File: config.mk
export PLATFORM = sky130hd
export DESIGN_NAME = press_count_sseg
export DESIGN_NICKNAME = d
export VERILOG_FILES = /design/src/rtl/sseg_pkg.sv /design/src/rtl/debounce_fsm.sv /design/src/rtl/press_count_sseg.sv
export SDC_FILE = /design/constraint.sdc
export NUM_CORES = 1
export LEC_CHECK = 0
export CAP_MARGIN = 10
export CORE_MARGIN = 2
export CORE_UTILIZATION = 51
export CTS_CLUSTER_SIZE = 30
export DETAILED_ROUTE_END_ITERATION = 16
export PLACE_DENSITY = 0.87
export SYNTH_ARGS = -nofsm -noshare
export SYNTH_HDL_FRONTEND = slang
export SYNTH_SLANG_ARGS = --single-unit
File: constraint.sdc
create_clock -name clk -period 2.79 [get_ports clk]
set_clock_uncertainty 0.2 [all_clocks]
set_input_delay 0.558 -clock clk [delete_from_list [all_inputs] [get_ports clk]]
set_output_delay 0.558 -clock clk [all_outputs]
set_load 0.1 [all_outputs]
File: src/rtl/sseg_pkg.sv
// Shared definitions for the push-button counter and the seven-segment display path.
// Segment patterns are active low, bit order {dp,g,f,e,d,c,b,a}.
package sseg_pkg;

  localparam int unsigned DIGIT_W    = 4;
  localparam logic [7:0]  SSEG_BLANK = 8'hFF;

  typedef logic [DIGIT_W-1:0] bcd_digit_t;

  typedef enum logic [1:0] {
    ZERO,
    WAIT1,
    ONE,
    WAIT0
  } db_state_e;

  // Entry 0 is the rightmost element.
  localparam logic [9:0][7:0] SSEG_TABLE = {
    8'h90, 8'h80, 8'hF8, 8'h82, 8'h92,
    8'h99, 8'hB0, 8'hA4, 8'hF9, 8'hC0
  };

  function automatic logic [7:0] sseg_encode(input bcd_digit_t d);
    logic [7:0] pat;
    pat = SSEG_BLANK;
    if (d < 4'd10) pat = SSEG_TABLE[d];
    return pat;
  endfunction

endpackage

File: src/rtl/debounce_fsm.sv
// Two-flop synchroniser, free-running tick prescaler and debounce state machine.
// A level change is accepted only after the input has stayed stable for DB_TICKS ticks.
module debounce_fsm
  import sseg_pkg::*;
#(
  parameter int unsigned TICK_N   = 19,
  parameter int unsigned DB_TICKS = 3
) (
  input  logic clk,
  input  logic reset,
  input  logic btn_raw,
  output logic db_level,
  output logic db_tick
);

  localparam logic [2:0] STABLE_LOAD = 3'(DB_TICKS - 1);

  logic [1:0]        sync_q;
  logic              btn_s;
  logic [TICK_N-1:0] tick_cnt_q;
  logic              tick;
  db_state_e         state_q, state_d;
  logic [2:0]        stable_q, stable_d;
  logic              db_tick_q, db_tick_d;

  assign btn_s = sync_q[1];
  assign tick  = &tick_cnt_q;

  always_ff @(posedge clk) begin
    if (reset) begin
      sync_q     <= '0;
      tick_cnt_q <= '0;
    end else begin
      sync_q     <= {sync_q[0], btn_raw};
      tick_cnt_q <= tick_cnt_q + TICK_N'(1);
    end
  end

  always_ff @(posedge clk) begin
    if (reset) begin
      state_q   <= ZERO;
      stable_q  <= '0;
      db_tick_q <= 1'b0;
    end else begin
      state_q   <= state_d;
      stable_q  <= stable_d;
      db_tick_q <= db_tick_d;
    end
  end

  always_comb begin
    state_d   = state_q;
    stable_d  = stable_q;
    db_tick_d = 1'b0;
    unique case (state_q)
      ZERO: begin
        if (btn_s) begin
          state_d  = WAIT1;
          stable_d = STABLE_LOAD;
        end
      end
      WAIT1: begin
        if (!btn_s) begin
          state_d = ZERO;
        end else if (tick) begin
          if (stable_q == '0) begin
            state_d   = ONE;
            db_tick_d = 1'b1;
          end else begin
            stable_d = stable_q - 3'd1;
          end
        end
      end
      ONE: begin
        if (!btn_s) begin
          state_d  = WAIT0;
          stable_d = STABLE_LOAD;
        end
      end
      WAIT0: begin
        if (btn_s) begin
          state_d = ONE;
        end else if (tick) begin
          if (stable_q == '0) state_d = ZERO;
          else                stable_d = stable_q - 3'd1;
        end
      end
    endcase
  end

  always_comb begin
    db_level = (state_q == ONE) || (state_q == WAIT0);
    db_tick  = db_tick_q;
  end

endmodule

File: src/rtl/press_count_sseg.sv
// Debounced press counter: 4-digit BCD count with registered active-low segment patterns
// feeding the display multiplexer; optional leading-zero blanking on digits 3..1.
module press_count_sseg
  import sseg_pkg::*;
#(
  parameter int unsigned TICK_N   = 19,
  parameter int unsigned DB_TICKS = 3,
  parameter bit          LZ_BLANK = 1'b1
) (
  input  logic        clk,
  input  logic        reset,
  input  logic        btn_raw,
  input  logic        clr,
  output logic        db_level,
  output logic        db_tick,
  output logic [15:0] count,
  output logic [7:0]  seg0,
  output logic [7:0]  seg1,
  output logic [7:0]  seg2,
  output logic [7:0]  seg3
);

  localparam logic [7:0] SEG_RST_HI = LZ_BLANK ? SSEG_BLANK : SSEG_TABLE[0];

  logic [15:0]      count_q, count_d;
  logic             carry;
  logic [3:0][7:0]  seg_q, seg_d;
  logic             hi_zero;
  bcd_digit_t       dig;

  debounce_fsm #(
    .TICK_N  (TICK_N),
    .DB_TICKS(DB_TICKS)
  ) u_debounce (
    .clk     (clk),
    .reset   (reset),
    .btn_raw (btn_raw),
    .db_level(db_level),
    .db_tick (db_tick)
  );

  always_comb begin
    count_d = count_q;
    carry   = 1'b1;
    if (clr) begin
      count_d = '0;
    end else if (db_tick) begin
      for (int unsigned i = 0; i < 4; i++) begin
        if (carry) begin
          if (count_q[i*DIGIT_W +: DIGIT_W] == 4'd9) begin
            count_d[i*DIGIT_W +: DIGIT_W] = '0;
          end else begin
            count_d[i*DIGIT_W +: DIGIT_W] = count_q[i*DIGIT_W +: DIGIT_W] + 4'd1;
            carry = 1'b0;
          end
        end
      end
    end
  end

  // Walk from the most significant digit so hi_zero means "this and all higher digits are 0".
  always_comb begin
    seg_d   = '1;
    hi_zero = 1'b1;
    dig     = '0;
    for (int unsigned j = 0; j < 4; j++) begin
      dig     = count_q[(3-j)*DIGIT_W +: DIGIT_W];
      hi_zero = hi_zero && (dig == '0);
      if (LZ_BLANK && hi_zero && (j != 3)) seg_d[3-j] = SSEG_BLANK;
      else                                 seg_d[3-j] = sseg_encode(dig);
    end
    seg_d[0][7] = ~db_level;
  end

  always_ff @(posedge clk) begin
    if (reset) begin
      count_q <= '0;
      seg_q   <= {SEG_RST_HI, SEG_RST_HI, SEG_RST_HI, SSEG_TABLE[0]};
    end else begin
      count_q <= count_d;
      seg_q   <= seg_d;
    end
  end

  assign count = count_q;
  assign seg0  = seg_q[0];
  assign seg1  = seg_q[1];
  assign seg2  = seg_q[2];
  assign seg3  = seg_q[3];

endmodule

==> metrics, run 1 <==
status=complete, no violations; Residual DRC=0; DP HPWL=4.85 mm; DR WL met3=341 um; post-synthesis sequential area ratio=45.6%; Final setup viols=0; Post-CTS Setup Repair Bufs=0; top cell type's share of synthesized area=45.6%; Rows=30; Clock Tree Buf Depth=2; number of global-route vias before repair=2683; die height=86.4 um; Critical Path Sink Type=register; area of the multi-input gates=0.00173 mm^2; Clock Latency Late Sink=350 ps; first-pass GRT wire length=11.9 mm; layout cells sized above 1=18.1%; number of synthesized flops with an enable pin=0; gr ovfl total=0; Rel. slew slack=52.1%; cell area after synthesis=0.00346 mm^2; drt pass-1 iters=4; Finished Layout Cells=522; H-Tree Depth=3; Register Area=0.00159 mm^2; flops & latches, synth=79; post_cts resized=0; clock root cell=clkbuf_8; Worst Path Max Fanout=2; Peak supply drop=280 uV; I/O pin cnt=54; average size of a mapped cell=8.93 um^2; Tcrit/Tclk final=85.8%; die area=0.00747 mm^2; Clock Power Share=42.9%; cell with the most instances after synthesis=dfxtp_1; layout net count=465; leakage power=1.56 nW; routed vias=2857; Main synth FF type=dfxtp_1; Core ar.=0.00668 mm^2; Max Cap Viol=0; Net Sw Power=0.432 mW; FFs w/ async S/R, synth=0%; top cells by count, synth=79 x dfxtp_1, 40 x nor2_1, 31 x o21ai_0; multiplexer share of the synthesized area=2.06%; Starting Density=51.9%; Critical Path RT=2870 ps; Routed WL per cell=13.4 um; Pins Over Slew Limit=0; diode count=0; cell taking the most area after synthesis=dfxtp_1; Setup TNS Final=0 ps; Clock Sinks=79; largest net degree at the start of global routing=39; FF-to-FF setup slack=410 ps; Gate power share=2.6%; Total Power=2.09 mW; placed insts=507; Post-Synthesis Cells=388; gpl congestion=0.911; Power per Cell Area=505 mW/mm^2; remaining antenna violation count=0; Reg clk slew, reported paths=70 ps; Iter 0 DRT Violations=102; antenna violations before repair=0; ranking of synthesized cells by area=dfxtp_1 46%, ha_1 8.3%, o21ai_0 4.5%; final WL=7.00 mm; highest routed metal layer=met4; fmax=0.418 GHz; kind of critical path=in2reg; Hold Crit Class=reg2reg; Fin. Hold Viols=0; FILL cells=558; synth unique cells=49; hold_buf cts=0; largest family of logic cells by synthesized area=simple AND/OR/NAND/NOR gates; Die X=86.4 um; unrepaired setup endpoints after global routing=false; simple-gate share of the synthesized area=21.6%; M1 WL=3.02 mm; CTS tree=built; Internal Power=1.65 mW; Post-Synth XOR/XNOR Area=3.79%; cts bufs inserted=9; Synth Warn #=0; part of the power in registers=54.6%; Area Growth Syn to Fin=19.2%; crit path DAT=2480 ps; GRT Overall Usage=20.2%; Synth Area in Compound Gates=13.8%; vias per inst=5.47; Adder-Cell Fraction of Synth Area=8.31%; Sw Ratio=20.7%; min cycle time layout=2390 ps; Least-Margin Pin Slew=718 ps; startpoint types=primary input; number of port buffers=50; metal2 WL=3.46 mm
final cells by class:
class	instances	share of cell area (%)
clock inverters	2	0.909
multi-input cells	272	41.8
inverters	21	1.91
flip-flops and latches	79	38.4
clock buffers	13	4.33
repair buffers	55	10.2
well taps	80	2.42
logic make-up (layout without fill, tap and decap cells):
| logic type | count (synthesis) | count (layout) |
|---|---|---|
| mux | 7 | 7 |
| buf+inv | 39 | 91 |
| simple gates | 143 | 143 |
| other cells | 1 | 3 |
| compound gates | 81 | 81 |
| flops | 79 | 79 |
| fa+ha+maj | 23 | 23 |
| xor+xnor | 15 | 15 |
critical path, cell delays in order:
cell and delay [ps]:
clkdlybuf4s50_1 440, or2_2 310, or3_1 380, ha_1 290, or3_1 360, a21oi_1 130
per-layer routing:
metal / GRT usage (%) / vias up
li1: - / 1451
met1: 23.1 / 1329
met2: 34.4 / 65
met3: 6.76 / 12
met4: 8.38 / 0
met5: 0 / -
final timing paths:
check                               to                 start  cells after the start
hold / removal    u_debounce.sync_q[1]  u_debounce.sync_q[0]                      1
setup / recovery              register                   clr                      6
setup reg to reg              register              count[2]                      8
hold reg to reg   u_debounce.sync_q[1]  u_debounce.sync_q[0]                      1
layout by cell type (no fill, tap or decap), types with 4 or more instances in the layout:
master / n
a21oi_1: 25
nor2b_1: 8
inv_1: 21
dfxtp_1: 74
o211ai_1: 4
nand4_1: 7
dfxtp_2: 5
nand3_1: 10
nor4_1: 6
xor2_1: 7
o21ai_0: 31
nand2_1: 27
ha_1: 23
or3_1: 9
nor2_1: 40
nor3_1: 9
clkbuf_8: 13
mux2i_1: 6
nand2b_1: 6
xnor2_1: 8
buf_4: 52
power groups by stage:
stage / registers, mW / clock network [mW] / logic, mW
finish: 1.14 / 0.894 / 0.0537
global route: 1.14 / 0.961 / 0.0586
CTS: 1.14 / 0.921 / 0.0536
detailed placement: 1.16 / 0 / 0.0533
global placement: 1.16 / 0 / 0.0526
floorplan: 1.16 / 0 / 0.0444
metrics by stage:
stage | util, % | hold slack (ps) | setup WS, ps | instance area (um^2)
final | 61.8 | 239 | 395 | 4130
after global placement | 58.6 | 232 | 58.4 | 3920
after detailed placement | 58.6 | 231 | 47.1 | 3920
after global routing | 61.8 | 256 | 147 | 4130
after CTS | 61.8 | 244 | 418 | 4130
after floorplan | - | 190 | 82.8 | 3480
Note: power is estimated with default switching activity, not from simulation.
==> inputs of run 2 (changes only) <==
Settings changed: CORE_MARGIN 2 to not set.
==> metrics, run 2 (same netlist as run 1, synthesis figures left out) <==
remaining antenna violation count=0 (unchanged); gpl congestion=0.839 (was 0.911); Die X=84.4 um (was 86.4 um); Starting Density=53.6% (was 51.9%); Clock Latency Late Sink=340 ps (was 350 ps); Residual DRC=2 (was 0); Fin. Hold Viols=0 (unchanged); Pins Over Slew Limit=0 (unchanged); unrepaired setup endpoints after global routing=false (unchanged); clock root cell=clkbuf_8 (unchanged); GRT Overall Usage=20.0% (was 20.2%); I/O pin cnt=54 (unchanged); fmax=0.413 GHz (was 0.418 GHz); fin util=64.1% (was 61.8%); number of global-route vias before repair=2661 (was 2683); routed vias=2878 (was 2857); Post-CTS Setup Repair Bufs=0 (unchanged); Critical Path Sink Type=register (unchanged); leakage power=1.57 nW (was 1.56 nW); Worst Path Max Fanout=2 (unchanged); met2 usage=34.7% (was 34.4%); Net Sw Power=0.446 mW (was 0.432 mW); drt pass-1 iters=10 (was 4); Reg clk slew, reported paths=70 ps (about the same); Peak supply drop=355 uV (was 280 uV); Sw Ratio=20.8% (was 20.7%); Internal Power=1.70 mW (was 1.65 mW); Area Growth Syn to Fin=19.6% (was 19.2%); Tcrit/Tclk final=86.8% (was 85.8%); most common cell after layout, fill and taps aside=dfxtp_1 (unchanged); fin area=0.00414 mm^2 (was 0.00413 mm^2); Clock Sinks=79 (unchanged); most frequent cells in the layout=74 x dfxtp_1, 52 x buf_4, 40 x nor2_1 (unchanged); FF-to-FF setup slack=470 ps (was 410 ps); Clock Tree Buf Depth=2 (unchanged); gr busiest metal=met2 (unchanged); Power per Cell Area=518 mW/mm^2 (was 505 mW/mm^2); hold_buf cts=0 (unchanged); Routed WL per cell=13.3 um (was 13.4 um); Least-Margin Pin Slew=749 ps (was 718 ps); Core ar.=0.00646 mm^2 (was 0.00668 mm^2); crit path DAT=2490 ps (was 2480 ps); global-route track usage on met3=5.41% (was 6.76%); Critical Path RT=2860 ps (was 2870 ps); Final setup viols=0 (unchanged); Hold Crit Class=reg2reg (unchanged); Rows=29 (was 30); failing checks=DRC; startpoint types=primary input (unchanged); Setup TNS Final=0 ps (unchanged); area post-placement=0.00391 mm^2 (was 0.00392 mm^2); number of port buffers=50 (unchanged); DP HPWL=4.93 mm (was 4.85 mm); status=complete, but fails checks (was complete, no violations); Rel. slew slack=50.1% (was 52.1%); H-Tree Depth=3 (unchanged); diode count=0 (unchanged); Iter 0 DRT Violations=130 (was 102); layout cells sized above 1=18.3% (was 18.1%); gr ovfl total=0 (unchanged); post_cts resized=0 (unchanged); Clock Power Share=44.4% (was 42.9%); cts bufs inserted=9 (unchanged); layout net count=465 (unchanged); first-pass GRT wire length=11.6 mm (was 11.9 mm); part of the power in registers=53.1% (was 54.6%); kind of critical path=in2reg (unchanged); Max Cap Viol=0 (unchanged); Gate power share=2.5% (was 2.6%); die area=0.00713 mm^2 (was 0.00747 mm^2); GR Util met1=23.7% (was 23.1%); die height=84.4 um (was 86.4 um); CTS tree=built (unchanged); vias per inst=5.53 (was 5.47); largest net degree at the start of global routing=39 (unchanged); min cycle time layout=2420 ps (was 2390 ps); antenna violations before repair=0 (unchanged); final WL=6.90 mm (was 7.00 mm)
## run 2: area by class of cell
cell class	instances	area, um^2
fillers	538	2320
multi-input cells	272	1730
flip-flops and latches	79	1590
repair buffers	55	420
clock buffers	11	151
well taps	77	96.3
clock inverters	5	80.1
inverters	21	78.8
## run 2: per-stage QoR
| stage | hold WS, ps | setup WS (ps) | total power, mW | std cells |
|---|---|---|---|---|
| 2_1_floorplan | 190 | 82.8 | 1.21 | 390 |
| 3_3_place_gp | 195 | 61.8 | 1.22 | 504 |
| 3_5_place_dp | 200 | 13.1 | 1.22 | 504 |
| 4_1_cts | 223 | 373 | 2.16 | 520 |
| 5_1_grt | 234 | 316 | 2.22 | 520 |
| 6_report | 220 | 369 | 2.14 | 520 |
## run 2: worst paths after layout
kind,from,to,cells past startpoint
worst max-delay path,clr,register,6
worst min-delay path,register,seg0[6],1
worst max register to register,count[2],register,8
worst min register to register,register,seg0[6],1
## run 2: power by group through the flow
| stage | Sequential, mW | Clock, mW | Combinational, mW |
|---|---|---|---|
| after global placement | 1.16 | 0 | 0.0529 |
| after CTS | 1.14 | 0.971 | 0.0540 |
| after global routing | 1.14 | 1.02 | 0.0585 |
| after floorplan | 1.16 | 0 | 0.0444 |
| after detailed placement | 1.16 | 0 | 0.0538 |
| final | 1.14 | 0.952 | 0.0544 |
## run 2: metal layers
metal,wire length (um),vias up
met5,0,-
met3,284,11
met2,3420,65
met4,124,0
li1,-,1450
met1,3070,1352
## run 2: critical path, stage by stage
cell and delay [ps]:
clkdlybuf4s50_1 430, or2_2 320, or3_1 370, ha_1 300, or3_1 370, a21oi_1 140
